===== config.mk =====
export PLATFORM = sky130hd
export DESIGN_NAME = instr_fetch_unit_flat
export DESIGN_NICKNAME = d
export VERILOG_FILES = /design/src/rtl/instr_fetch_unit_if.sv /design/src/rtl/instr_fetch_unit.sv /design/src/flat_wrapper.sv
export SDC_FILE = /design/constraint.sdc
export NUM_CORES = 1
export LEC_CHECK = 0
export BUFFER_PORTS_ARGS = -buffer_cell sky130_fd_sc_hd__buf_2
export CAP_MARGIN = 15
export CELL_PAD_IN_SITES_DETAIL_PLACEMENT = 1
export CELL_PAD_IN_SITES_GLOBAL_PLACEMENT = 1
export CORE_ASPECT_RATIO = 1.4
export CORE_MARGIN = 2
export CORE_UTILIZATION = 44
export CTS_BUF_LIST = sky130_fd_sc_hd__clkbuf_2
export CTS_CLUSTER_DIAMETER = 60
export CTS_CLUSTER_SIZE = 30
export DETAILED_ROUTE_END_ITERATION = 7
export MAX_ROUTING_LAYER = met4
export PLACE_DENSITY = 0.84
export SKIP_CTS_REPAIR_TIMING = 1
export SYNTH_ARGS = -nofsm -noshare
export SYNTH_HDL_FRONTEND = slang
export SYNTH_SLANG_ARGS = --single-unit
export TNS_END_PERCENT = 30

===== constraint.sdc =====
create_clock -name clk -period 7.8 [get_ports clk]
set_input_delay 0 -clock clk [delete_from_list [all_inputs] [get_ports clk]]
set_output_delay 0 -clock clk [all_outputs]
set_load 0.01 [all_outputs]

===== src/rtl/instr_fetch_unit_if.sv =====
// Fetch unit bus bundle: instruction-memory request/response, branch redirect
// and the decode-side handshake.
//   master : the fetch unit (drives requests and the decode payload)
//   slave  : memory / control / decode environment
interface instr_fetch_unit_if;
    logic        imem_req_valid;
    logic        imem_req_ready;
    logic [31:0] imem_req_addr;
    logic        imem_rsp_valid;
    logic [31:0] imem_rsp_data;
    logic        redirect_valid;
    logic [31:0] redirect_pc;
    logic        dec_valid;
    logic        dec_ready;
    logic [31:0] dec_instr;
    logic [31:0] dec_pc;
    logic [6:0]  Op;
    logic [2:0]  funct3;
    logic [6:0]  funct7;

    modport master (
        output imem_req_valid, imem_req_addr,
        output dec_valid, dec_instr, dec_pc, Op, funct3, funct7,
        input  imem_req_ready, imem_rsp_valid, imem_rsp_data,
        input  redirect_valid, redirect_pc, dec_ready
    );

    modport slave (
        input  imem_req_valid, imem_req_addr,
        input  dec_valid, dec_instr, dec_pc, Op, funct3, funct7,
        output imem_req_ready, imem_rsp_valid, imem_rsp_data,
        output redirect_valid, redirect_pc, dec_ready
    );
endinterface


===== src/rtl/instr_fetch_unit.sv =====
// Instruction fetch front end. Keeps the PC, issues in-order word fetches under
// a credit limit, buffers returned words with their PCs and hands them to decode.
// A redirect restarts fetch at a new PC, flushes the buffer and drops every
// response still in flight.
// Ports:
//   clk  - rising-edge clock
//   rst  - asynchronous reset, active low
//   bus  - instr_fetch_unit_if.master (imem req/rsp, redirect, decode handshake)
// Build option:
//   FETCH_BYPASS_EN - when defined, a response that meets an empty buffer and a
//                     ready decoder is forwarded to decode in the same cycle.
module instr_fetch_unit #(
    parameter logic [31:0] RESET_PC   = 32'h0000_0000,
    parameter int unsigned FIFO_DEPTH = 2
) (
    input  logic                  clk,
    input  logic                  rst,
    instr_fetch_unit_if.master    bus
);
    localparam int unsigned PTR_W = $clog2(FIFO_DEPTH);
    localparam int unsigned CNT_W = $clog2(FIFO_DEPTH + 1);
    localparam logic [31:0] NOP   = 32'h0000_0013;

    logic [31:0]      pc;
    logic [CNT_W-1:0] outstanding;
    logic [CNT_W-1:0] fifo_count;
    logic [CNT_W-1:0] drop_cnt;
    logic [PTR_W-1:0] rd_ptr;
    logic [PTR_W-1:0] wr_ptr;
    logic [31:0]      fifo_instr [FIFO_DEPTH];
    logic [31:0]      fifo_pc    [FIFO_DEPTH];

    logic             req_valid;
    logic             req_fire;
    logic [CNT_W:0]   credit_used;
    logic [31:0]      rsp_pc;
    logic             rsp_keep;
    logic             bypass;
    logic             push;
    logic             head_valid;
    logic             pop;
    logic [31:0]      dec_instr;
    logic [CNT_W-1:0] inflight_next;

    wire unused_rpc_lsb = &{1'b0, bus.redirect_pc[1:0]};

    // Credit: never have more words in flight or buffered than the buffer holds.
    assign credit_used = (CNT_W+1)'(outstanding) + (CNT_W+1)'(fifo_count);
    assign req_valid   = rst && !bus.redirect_valid && (credit_used < (CNT_W+1)'(FIFO_DEPTH));
    assign req_fire    = req_valid && bus.imem_req_ready;

    // Once the drop count is zero every in-flight request belongs to the current
    // stream, so the oldest one was issued outstanding words before the PC.
    assign rsp_pc   = pc - (32'(outstanding) << 2);
    assign rsp_keep = bus.imem_rsp_valid && (drop_cnt == '0) && !bus.redirect_valid;

`ifdef FETCH_BYPASS_EN
    // Empty buffer and a ready decoder: forward the response straight through.
    assign bypass = rsp_keep && (fifo_count == '0) && bus.dec_ready;
`else
    assign bypass = 1'b0;
`endif

    assign push       = rsp_keep && !bypass;
    assign head_valid = (fifo_count != '0) && !bus.redirect_valid;
    assign pop        = head_valid && bus.dec_ready;

    assign inflight_next = outstanding + CNT_W'(req_fire) - CNT_W'(bus.imem_rsp_valid);

    // Decode payload: bypassed response, else buffer head, else NOP.
    always_comb begin
        dec_instr  = NOP;
        bus.dec_pc = 32'h0;
        if (bypass) begin
            dec_instr  = bus.imem_rsp_data;
            bus.dec_pc = rsp_pc;
        end else if (head_valid) begin
            dec_instr  = fifo_instr[rd_ptr];
            bus.dec_pc = fifo_pc[rd_ptr];
        end
    end

    assign bus.imem_req_valid = req_valid;
    assign bus.imem_req_addr  = pc;
    assign bus.dec_valid      = head_valid || bypass;
    assign bus.dec_instr      = dec_instr;
    assign bus.Op             = dec_instr[6:0];
    assign bus.funct3         = dec_instr[14:12];
    assign bus.funct7         = dec_instr[31:25];

    // PC, credit and buffer bookkeeping.
    always_ff @(posedge clk or negedge rst) begin
        if (!rst) begin
            pc          <= RESET_PC;
            outstanding <= '0;
            drop_cnt    <= '0;
            fifo_count  <= '0;
            rd_ptr      <= '0;
            wr_ptr      <= '0;
        end else begin
            outstanding <= inflight_next;
            if (bus.redirect_valid) begin
                pc         <= {bus.redirect_pc[31:2], 2'b00};
                drop_cnt   <= inflight_next;
                fifo_count <= '0;
                rd_ptr     <= '0;
                wr_ptr     <= '0;
            end else begin
                if (req_fire) begin
                    pc <= pc + 32'd4;
                end
                if (bus.imem_rsp_valid && (drop_cnt != '0)) begin
                    drop_cnt <= drop_cnt - CNT_W'(1);
                end
                if (push) begin
                    wr_ptr <= wr_ptr + PTR_W'(1);
                end
                if (pop) begin
                    rd_ptr <= rd_ptr + PTR_W'(1);
                end
                fifo_count <= fifo_count + CNT_W'(push) - CNT_W'(pop);
            end
        end
    end

    // Buffer storage; contents are qualified by fifo_count so no reset needed.
    always_ff @(posedge clk) begin
        if (push) begin
            fifo_instr[wr_ptr] <= bus.imem_rsp_data;
            fifo_pc[wr_ptr]    <= rsp_pc;
        end
    end
endmodule

===== src/flat_wrapper.sv =====
// flat-port wrapper written by rule: the top's interface ports become plain ports
module instr_fetch_unit_flat 
#(
    parameter logic [31:0] RESET_PC   = 32'h0000_0000,
    parameter int unsigned FIFO_DEPTH = 2
)
  (clk, rst, bus_imem_req_valid, bus_imem_req_addr, bus_dec_valid, bus_dec_instr, bus_dec_pc, bus_Op, bus_funct3, bus_funct7, bus_imem_req_ready, bus_imem_rsp_valid, bus_imem_rsp_data, bus_redirect_valid, bus_redirect_pc, bus_dec_ready);
  instr_fetch_unit_if bus_i ();
  input  logic clk;
  input  logic rst;
  output wire logic [$bits(bus_i.imem_req_valid)-1:0] bus_imem_req_valid;
  output wire logic [$bits(bus_i.imem_req_addr)-1:0] bus_imem_req_addr;
  output wire logic [$bits(bus_i.dec_valid)-1:0] bus_dec_valid;
  output wire logic [$bits(bus_i.dec_instr)-1:0] bus_dec_instr;
  output wire logic [$bits(bus_i.dec_pc)-1:0] bus_dec_pc;
  output wire logic [$bits(bus_i.Op)-1:0] bus_Op;
  output wire logic [$bits(bus_i.funct3)-1:0] bus_funct3;
  output wire logic [$bits(bus_i.funct7)-1:0] bus_funct7;
  input wire logic [$bits(bus_i.imem_req_ready)-1:0] bus_imem_req_ready;
  input wire logic [$bits(bus_i.imem_rsp_valid)-1:0] bus_imem_rsp_valid;
  input wire logic [$bits(bus_i.imem_rsp_data)-1:0] bus_imem_rsp_data;
  input wire logic [$bits(bus_i.redirect_valid)-1:0] bus_redirect_valid;
  input wire logic [$bits(bus_i.redirect_pc)-1:0] bus_redirect_pc;
  input wire logic [$bits(bus_i.dec_ready)-1:0] bus_dec_ready;
  assign bus_imem_req_valid = bus_i.imem_req_valid;
  assign bus_imem_req_addr = bus_i.imem_req_addr;
  assign bus_dec_valid = bus_i.dec_valid;
  assign bus_dec_instr = bus_i.dec_instr;
  assign bus_dec_pc = bus_i.dec_pc;
  assign bus_Op = bus_i.Op;
  assign bus_funct3 = bus_i.funct3;
  assign bus_funct7 = bus_i.funct7;
  assign bus_i.imem_req_ready = bus_imem_req_ready;
  assign bus_i.imem_rsp_valid = bus_imem_rsp_valid;
  assign bus_i.imem_rsp_data = bus_imem_rsp_data;
  assign bus_i.redirect_valid = bus_redirect_valid;
  assign bus_i.redirect_pc = bus_redirect_pc;
  assign bus_i.dec_ready = bus_dec_ready;
  instr_fetch_unit #(.RESET_PC(RESET_PC), .FIFO_DEPTH(FIFO_DEPTH)) u_core (.clk(clk), .rst(rst), .bus(bus_i));
endmodule

* Word level (Yosys, flattened, before mapping)
Memories as Yosys holds them, arrays and structs flattened. Index checks and enable logic that the tools add are counted.
Storage, ports and cells: register bits 40, bits in writable memories 128, bits of input ports 70, logic and storage cells 48, memories 2
Memory list:
- u_core.fifo_instr | depth 2, width 32, rd ports 1, clocked after memory_dff 0, wr ports 1, line instr_fetch_unit.sv:30 | logic [31:0] fifo_instr [FIFO_DEPTH];
- u_core.fifo_pc | depth 2, width 32, rd ports 1, clocked after memory_dff 0, wr ports 1, line instr_fetch_unit.sv:31 | logic [31:0] fifo_pc [FIFO_DEPTH];
Cells by class: $add $sub $neg 10, $lt $le $gt $ge 1, multiplexer cells 13, reductions and logical operators 16
Operators by type and width (number):
- $mux 32 | 4
- $add 32x3->32 const B | 1
- $sub 32x4->32 | 1
- $reduce_bool 2->1 | 6
- $logic_and 1x1->1 | 8
- $mux 1 | 6
- $mux 2 | 3
- $add 2x1->2 | 2
- $sub 2x1->2 | 2
- $add 2x2->3 | 1
- $lt 3x2->1 const B | 1
- $add 1x1->1 const B | 2
- $logic_not 2->1 | 1
- $sub 2x1->2 const B | 1
- $logic_not 1->1 | 1

* Logic depth before layout (Yosys ltp)
Gate-level depths: netlist (run 1).
depth in word-level cells 7, depth in mapped cells 12

* Least setup slack after synthesis (run 1)
Ideal clock, no wire load.
path type register to register, from reg u_core.drop_cnt[0], to mem u_core.fifo_instr[0][0], enable pin, library setup time 559 ps, data arrival time 4872 ps, required time 7241 ps, path slack 2370 ps, stages on the path, launching flop included 5, path buffers 0, cell sequence dfrtp_1 -> inv_1 -> ha_1 -> nand2_1 -> nor3_1
Between the ends: cells in the longest elaborated chain, start to end 5
Ends and longest elaborated chain:
- from (decl) | line instr_fetch_unit.sv:27 | logic [CNT_W-1:0] drop_cnt;
- from (signal assigned) | line instr_fetch_unit.sv:104 | drop_cnt <= inflight_next;
- from (signal assigned) | line instr_fetch_unit.sv:113 | drop_cnt <= drop_cnt - CNT_W'(1);
- $logic_not 2->1 | line instr_fetch_unit.sv:55 | assign rsp_keep = bus.imem_rsp_valid && (drop_cnt == '0) && !bus.redirect_valid;
- $logic_and 1x1->1 (2 in a row) | line instr_fetch_unit.sv:55
- $mux 1 | line instr_fetch_unit.sv:128 | if (push) begin
- $mux 1 (implied by the code) | line instr_fetch_unit.sv:129 | fifo_instr[wr_ptr] <= bus.imem_rsp_data;
- to (decl) | line instr_fetch_unit.sv:30
Every way passes these cells.

* Worst setup path after layout (run 1)
from reg u_core.fifo_count[0], to reg u_core.pc[5] (netlist: u_core.bus.imem_req_addr[5])
Between the ends: cells in the longest elaborated chain, start to end 5
Ends and longest elaborated chain:
- from (decl) | line instr_fetch_unit.sv:26 | logic [CNT_W-1:0] fifo_count;
- from (signal assigned) | line instr_fetch_unit.sv:121 | fifo_count <= fifo_count + CNT_W'(push) - CNT_W'(pop);
- $add 2x2->3 | line instr_fetch_unit.sv:48 | assign credit_used = (CNT_W+1)'(outstanding) + (CNT_W+1)'(fifo_count);
- $lt 3x2->1 | line instr_fetch_unit.sv:49 | assign req_valid = rst && !bus.redirect_valid && (credit_used < (CNT_W+1)'(FIFO_DEPTH));
- $logic_and 1x1->1 | line instr_fetch_unit.sv:49
- $logic_and 1x1->1 | line instr_fetch_unit.sv:50 | assign req_fire = req_valid && bus.imem_req_ready;
- $reduce_bool 2->1 (no source line)
- to (signal assigned) | line instr_fetch_unit.sv:103 | pc <= {bus.redirect_pc[31:2], 2'b00};
- to (signal assigned) | line instr_fetch_unit.sv:110 | pc <= pc + 32'd4;
- to (decl) | line instr_fetch_unit.sv:24 | logic [31:0] pc;
Every way passes these cells. A chain may end at the register's enable or synchronous reset.

==> results of run 1 <==
==> per-stage QoR <==
step	worst slack, ps	std cells	hold WS, ps	utilization [%]	area (µm²)
CTS	3970	1038	-798	51.4	8900
finish	3280	1183	83.7	59.7	10300
floorplan	2370	649	-296	-	7770
global placement	4270	1006	90.0	50.0	8670
detailed placement	4050	1006	91.7	50.0	8670
global route	3070	1183	35.9	59.7	10300
==> final cells by class <==
| type | instances | area [µm²] |
|---|---|---|
| inverters | 24 | 90.1 |
| fillers | 1855 | 6990 |
| diodes | 1 | 2.50 |
| multi-input cells | 402 | 2690 |
| well taps | 236 | 295 |
| clock buffers | 18 | 90.1 |
| clock inverters | 14 | 144 |
| flip-flops and latches | 162 | 4680 |
| repair buffers | 326 | 2360 |
==> cells by family (layout without fill, tap and decap cells) <==
family / after synthesis / count (layout) / synth area share, %
other cells: 1 / 5 / 0.0483
xor+xnor: 33 / 33 / 3.73
flops: 162 / 162 / 60.3
compound gates: 70 / 70 / 6.34
fa+ha+maj: 10 / 10 / 1.81
buf+inv: 85 / 382 / 5.48
mux: 62 / 62 / 8.00
simple gates: 223 / 223 / 14.3
==> power groups by stage <==
stage | sequential (µW) | clock, µW | combinational (µW)
after floorplan | 1120 | 0 | 402
after global placement | 1170 | 0 | 494
after detailed placement | 1180 | 0 | 527
after CTS | 1160 | 469 | 530
after global routing | 1180 | 508 | 662
final | 1170 | 463 | 607
==> sequential cells by signal, indices dropped and copies added (netlist names) <==
name,count
u_core.bus.imem_req_addr,30
u_core.drop_cnt,2
u_core.fifo_count,2
u_core.fifo_instr,64
u_core.fifo_pc,60
u_core.outstanding,2
u_core.rd_ptr,1
u_core.wr_ptr,1
==> placed cells by master (no fill, tap or decap), types with 3 or more instances in the layout <==
cell type	n
buf_2	179
dlygate4sd3_1	143
edfxtp_1	124
nor2_1	87
mux2i_1	62
nand2_1	51
dfrtp_1	37
nand3_1	26
inv_1	23
xor2_1	18
o21ai_0	18
clkbuf_2	18
xnor2_1	15
o211ai_1	14
o311ai_0	12
nor3_1	10
a21oi_1	10
nand4_1	9
ha_1	8
and3_1	6
or4_1	5
or3_1	4
a31oi_1	4
conb_1	4
inv_6	4
buf_4	4
nor4_2	3
nor3_2	3
clkinvlp_4	3
inv_8	3
==> worst min-delay path by stage <==
stage	startpoint	to	slack [ps]	cells past startpoint
2_1_floorplan	rst	u_core.bus.imem_req_addr[10]	-300	0
3_3_place_gp	rst	u_core.bus.imem_req_addr[25]	90	2
3_5_place_dp	rst	u_core.bus.imem_req_addr[26]	90	2
4_1_cts	rst	u_core.bus.imem_req_addr[4]	-800	2
5_1_grt	bus_redirect_pc[30]	u_core.bus.imem_req_addr[30]	40	4
6_report	bus_redirect_pc[30]	u_core.bus.imem_req_addr[30]	80	4
==> cell usage after synthesis (3+ instances only) <==
library cell  count  area, µm²
buf_4            21        158
buf_2            15       75.1
and3_1            6       37.5
nor3_1           11       55.1
buf_1             8       30.0
nand3_1          26        130
a31oi_1           4       25.0
o211ai_1         14        105
dfrtp_1          38        951
or4_1             5       37.5
xor2_1           18        158
xnor2_1          15        131
ha_1              8        100
inv_1            23       86.3
nor2_1           87        327
or3_1             4       25.0
a21oi_1          10       50.1
o21ai_0          18       90.1
nand4_1           9       56.3
edfxtp_1        124       3720
nor4_2            3       37.5
nand2_1          51        191
mux2i_1          62        621
clkbuf_1         15       56.3
o311ai_0         12        105
==> critical path, delay by kind of cell, from the launching register on <==
kind | cells | cell delay, ps
AOI/OAI and AO/OA | 2 | 400
adders and majority gates | 1 | 550
buffers and inverters | 3 | 1240
DFF | 1 | 470
and+or+nand+nor | 4 | 1830
==> routing by layer <==
metal | wire length, µm | track usage (%) | part of all wire, % | up-vias
li1 | - | - | - | 2885
met1 | 8820 | 24.1 | 37 | 3125
met2 | 12900 | 38.3 | 55 | 240
met3 | 979 | 4.24 | 4.2 | 71
met4 | 912 | 8.77 | 3.9 | 0
met5 | 0 | - | 0 | -
==> metrics.cfg, run 1 <==
[setup_path]
start_kind = register
cpMaxStageDelayCell = nor2_1
critPathArrivalTime_ps = 5240
critPathLaunch = u_core.fifo_count[0]
r2r_slack_ps = 3280
worstPathRequired_ps = 8510
cp-endpoint = u_core.bus.imem_req_addr[5]
regToRegEndpoint = u_core.bus.imem_req_addr[5]
crit_chain = inv_1 > nor2_1 > fa_1 > nor4b_4 > nand2_1 > inv_1 > nor2_1 > o21ai_0 > o211ai_1 > dlygate4sd3_1
cp-end-kind = register
timing.rr.start = u_core.fifo_count[0]
cpPeakStageDelay_ps = 1000
criticalPathCategory = reg2reg
reg2reg_depth = 10
crit_fanout = 23

[clock_network]
h-tree-depth = 4
clk_pin_slew_ps = 280
cts_made_buffers = 17
cts_num_sinks = 162
clock_latency_ps = 750
cts_tree = built
clock_path_buffers = 2
cts_root_buffer = clkbuf_2

[detailed_routing]
wire_per_inst_um = 19.9
avgViaCountPerCell = 5.34
finalWirelength_um = 23600
drt-pass1-iter-count = 5
route.antenna.remaining_nets = 0
drt_iter0_drc = 300
drc = 0
dr_total_vias = 6321

[global_routing]
grt_start_max_net_pins = 65
grt_pass1_vias = 5984
grt_pass1_wl_um = 30600
gr-total-overflow = 0
grtUsageTotal_pct = 21.9
antenna_found_initial = 1

[sta]
fmax_ghz = 0.221
drv_slew = 0
finalSetupViolCount = 0
grt_setup_unrepaired = false
relSlewSlack_pct = 23.8
hold_violations = 0
fin_tns_setup_ps = 0
finClkSkew_ps = 47.7
fin_crit_sh_pct = 58.0
worst_pin_slew_ps = 1140
min_period_ps = 4520

[power]
ir_drop_mv = 0.136
p_comb_share_pct = 27.1
total_power_uw = 2240
p_int_uw = 1440
seqPwrFrac_pct = 52.2
p_leak_uw = 0.00411
power_switching_uw = 798
swShare_pct = 35.6
p_per_area_nw_per_um2 = 216
clkPwrFrac_pct = 20.7

[outcome]
status = complete, no violations

[placement]
gp_congestion = 0.807
portBuffers = 178
dp_hpwl_um = 13700

[synthesis]
ys.flop_type = edfxtp_1
yosysSeqAreaShare_pct = 60.3
ys_async_sr_fraction_pct = 23.5
syn-cell-area_um2 = 7760
synth.distinct_cells = 55
synth_warnings = 0
synth_seq_cells = 162
synth_area_per_cell_um2 = 12.0
synth_edf_count = 124
syn_inst = 646

[flow_run]
maxCapViolations = 0

[cells_and_area]
drive_above_1_share_pct = 24.9
syn_to_final_growth_pct = 33.3
fin_nets = 1013

[min_path]
hp-class = in2reg

[floorplan]
die_y_um = 161
core_um2 = 17300
rows = 57
start_util_pct = 44.8
die_x_um = 116
pin_count = 185
dieArea_um2 = 18700

Power figures use the tool's default switching activity.
==> inputs of run 2 (changes only) <==
- clock period: 7.8 -> 4.4 ns (I/O delays scaled with it)
==> metrics.cfg, run 2 (synthesis results as in run 1) <==
[outcome]
status = complete, no violations

[detailed_routing]
drt-pass1-iter-count = 4
drt_iter0_drc = 378
route.antenna.remaining_nets = 0
finalWirelength_um = 24100
wire_per_inst_um = 20.4
drc = 0
avgViaCountPerCell = 5.41
dr_total_vias = 6396

[setup_path]
timing.rr.start = u_core.outstanding[0]
worstPathRequired_ps = 5050
crit_fanout = 15
cpMaxStageDelayCell = nor2_1
critPathArrivalTime_ps = 4530
path_delay_family = simple AND/OR/NAND/NOR gates
worst-path-buf-inv = 3
crit_chain = inv_1 > nor2_1 > fa_1 > nor4b_4 > nand2_1 > inv_1 > nor2_1 > o21ai_0 > o211ai_1 > dlygate4sd3_1
critPathLaunch = u_core.outstanding[0]
criticalPathCategory = reg2reg
start_kind = register
cpPeakStageDelay_ps = 1060
r2r_slack_ps = 530
regToRegEndpoint = u_core.bus.imem_req_addr[8]
cp-end-kind = register
reg2reg_depth = 10

[clock_network]
cts_num_sinks = 162
cts_tree = built
cts_root_buffer = clkbuf_2
clk_pin_slew_ps = 280
cts_made_buffers = 17
h-tree-depth = 4
clock_latency_ps = 730
clock_path_buffers = 2

[cells_and_area]
fillerInstances = 1871
final_cell_mix = 178 x buf_2, 140 x dlygate4sd3_1, 124 x edfxtp_1, 87 x nor2_1, 62 x mux2i_1
top_register = u_core.fifo_instr
instances_no_fill = 1182
layout_commonest_cell = buf_2
drive_above_1_share_pct = 25.1
multiInputGateArea_um2 = 2690
syn_to_final_growth_pct = 33.3
seq_area_um2 = 4680
largest_reg_flops = 64
fin_nets = 1011

[min_path]
hold_end = u_core.bus.imem_req_addr[16]
min_from = bus_imem_req_ready
hp-class = in2reg
holdPathStages = 6

[placement]
place_inst = 1007
gp_congestion = 0.892
dp_hpwl_um = 13900
portBuffers = 178

[sta]
relSlewSlack_pct = 12.6
worst_pin_slew_ps = 1310
hold_violations = 0
fin_tns_setup_ps = 0
min_period_ps = 3870
grt_setup_unrepaired = false
drv_slew = 0
finalSetupViolCount = 0
fin_crit_sh_pct = 88.0
fmax_ghz = 0.258
finClkSkew_ps = 47.2

[global_routing]
antenna_found_initial = 2
grtUsageTotal_pct = 21.8
grt_pass1_wl_um = 30700
grt_start_max_net_pins = 65
grt_pass1_vias = 5892
gr-total-overflow = 0

[floorplan]
core_um2 = 17300
dieArea_um2 = 18700
pin_count = 185
die_x_um = 116
rows = 57
die_y_um = 161
start_util_pct = 44.8

[flow_run]
maxCapViolations = 0

[power]
p_leak_uw = 0.00410
p_per_area_nw_per_um2 = 386
ir_drop_mv = 0.273

==> run 2: changes by cell type in the layout (fill, tap and decap cells not counted), sizes merged <==
cell,previous run,this run
inv,30,28
diode,1,2
clkbuf,18,19
clkinvlp,3,5
dlygate4sd3,143,140
==> run 2: per-layer routing <==
| metal | vias to the layer above | GRT usage (%) | share of wire, % |
|---|---|---|---|
| met5 | - | - | 0 |
| met4 | 0 | 6.01 | 3.3 |
| met3 | 62 | 3.75 | 4.5 |
| met2 | 265 | 38.7 | 56 |
| met1 | 3186 | 25.2 | 36 |
| li1 | 2883 | - | - |
==> run 2: worst max path at each step <==
stage,slack (ps),end,cells after the start
2_1_floorplan,870,u_core.fifo_instr[0][0],4
3_3_place_gp,1560,u_core.bus.imem_req_addr[8],9
3_5_place_dp,1450,u_core.bus.imem_req_addr[16],9
4_1_cts,1370,u_core.bus.imem_req_addr[8],9
5_1_grt,340,u_core.bus.imem_req_addr[8],10
6_report,530,u_core.bus.imem_req_addr[8],10
==> run 2: through the flow <==
stage | hold slack, ps | utilization (%) | worst slack [ps] | total power (µW) | cell area (µm²)
2_1_floorplan | -296 | - | 873 | 2690 | 7770
3_3_place_gp | 82.8 | 50.1 | 1560 | 2970 | 8680
6_report | 25.8 | 59.7 | 527 | 3990 | 10300
3_5_place_dp | 92.6 | 50.1 | 1450 | 3040 | 8680
4_1_cts | -762 | 51.5 | 1370 | 3850 | 8920
5_1_grt | 35.6 | 59.7 | 337 | 4180 | 10300
==> run 2: layout make-up <==
class | instances | area share (%)
sequential | 162 | 45.2
inverter | 24 | 0.871
antenna | 2 | 0.0484
clock buffer | 18 | 0.871
multi-input combinational | 402 | 26.0
clock inverter | 14 | 1.45
tap | 236 | 2.86
timing repair buffer | 324 | 22.6
==> run 2: where the power goes <==
part | switching, µW | internal, µW | total, µW | leakage, µW
logic | 613 | 488 | 1100 | 0.00238
registers | 221 | 1850 | 2070 | 0.00159
clock network | 594 | 224 | 818 | 0.000130
==> run 2: worst reg2reg max path: stages (launching register included) <==
cell	delay, ps
dfrtp_1	470
inv_1	90
nor2_1	60
fa_1	540
nor4b_4	80
nand2_1	160
inv_1	250
nor2_1	1060
o21ai_0	280
o211ai_1	200
dlygate4sd3_1	600
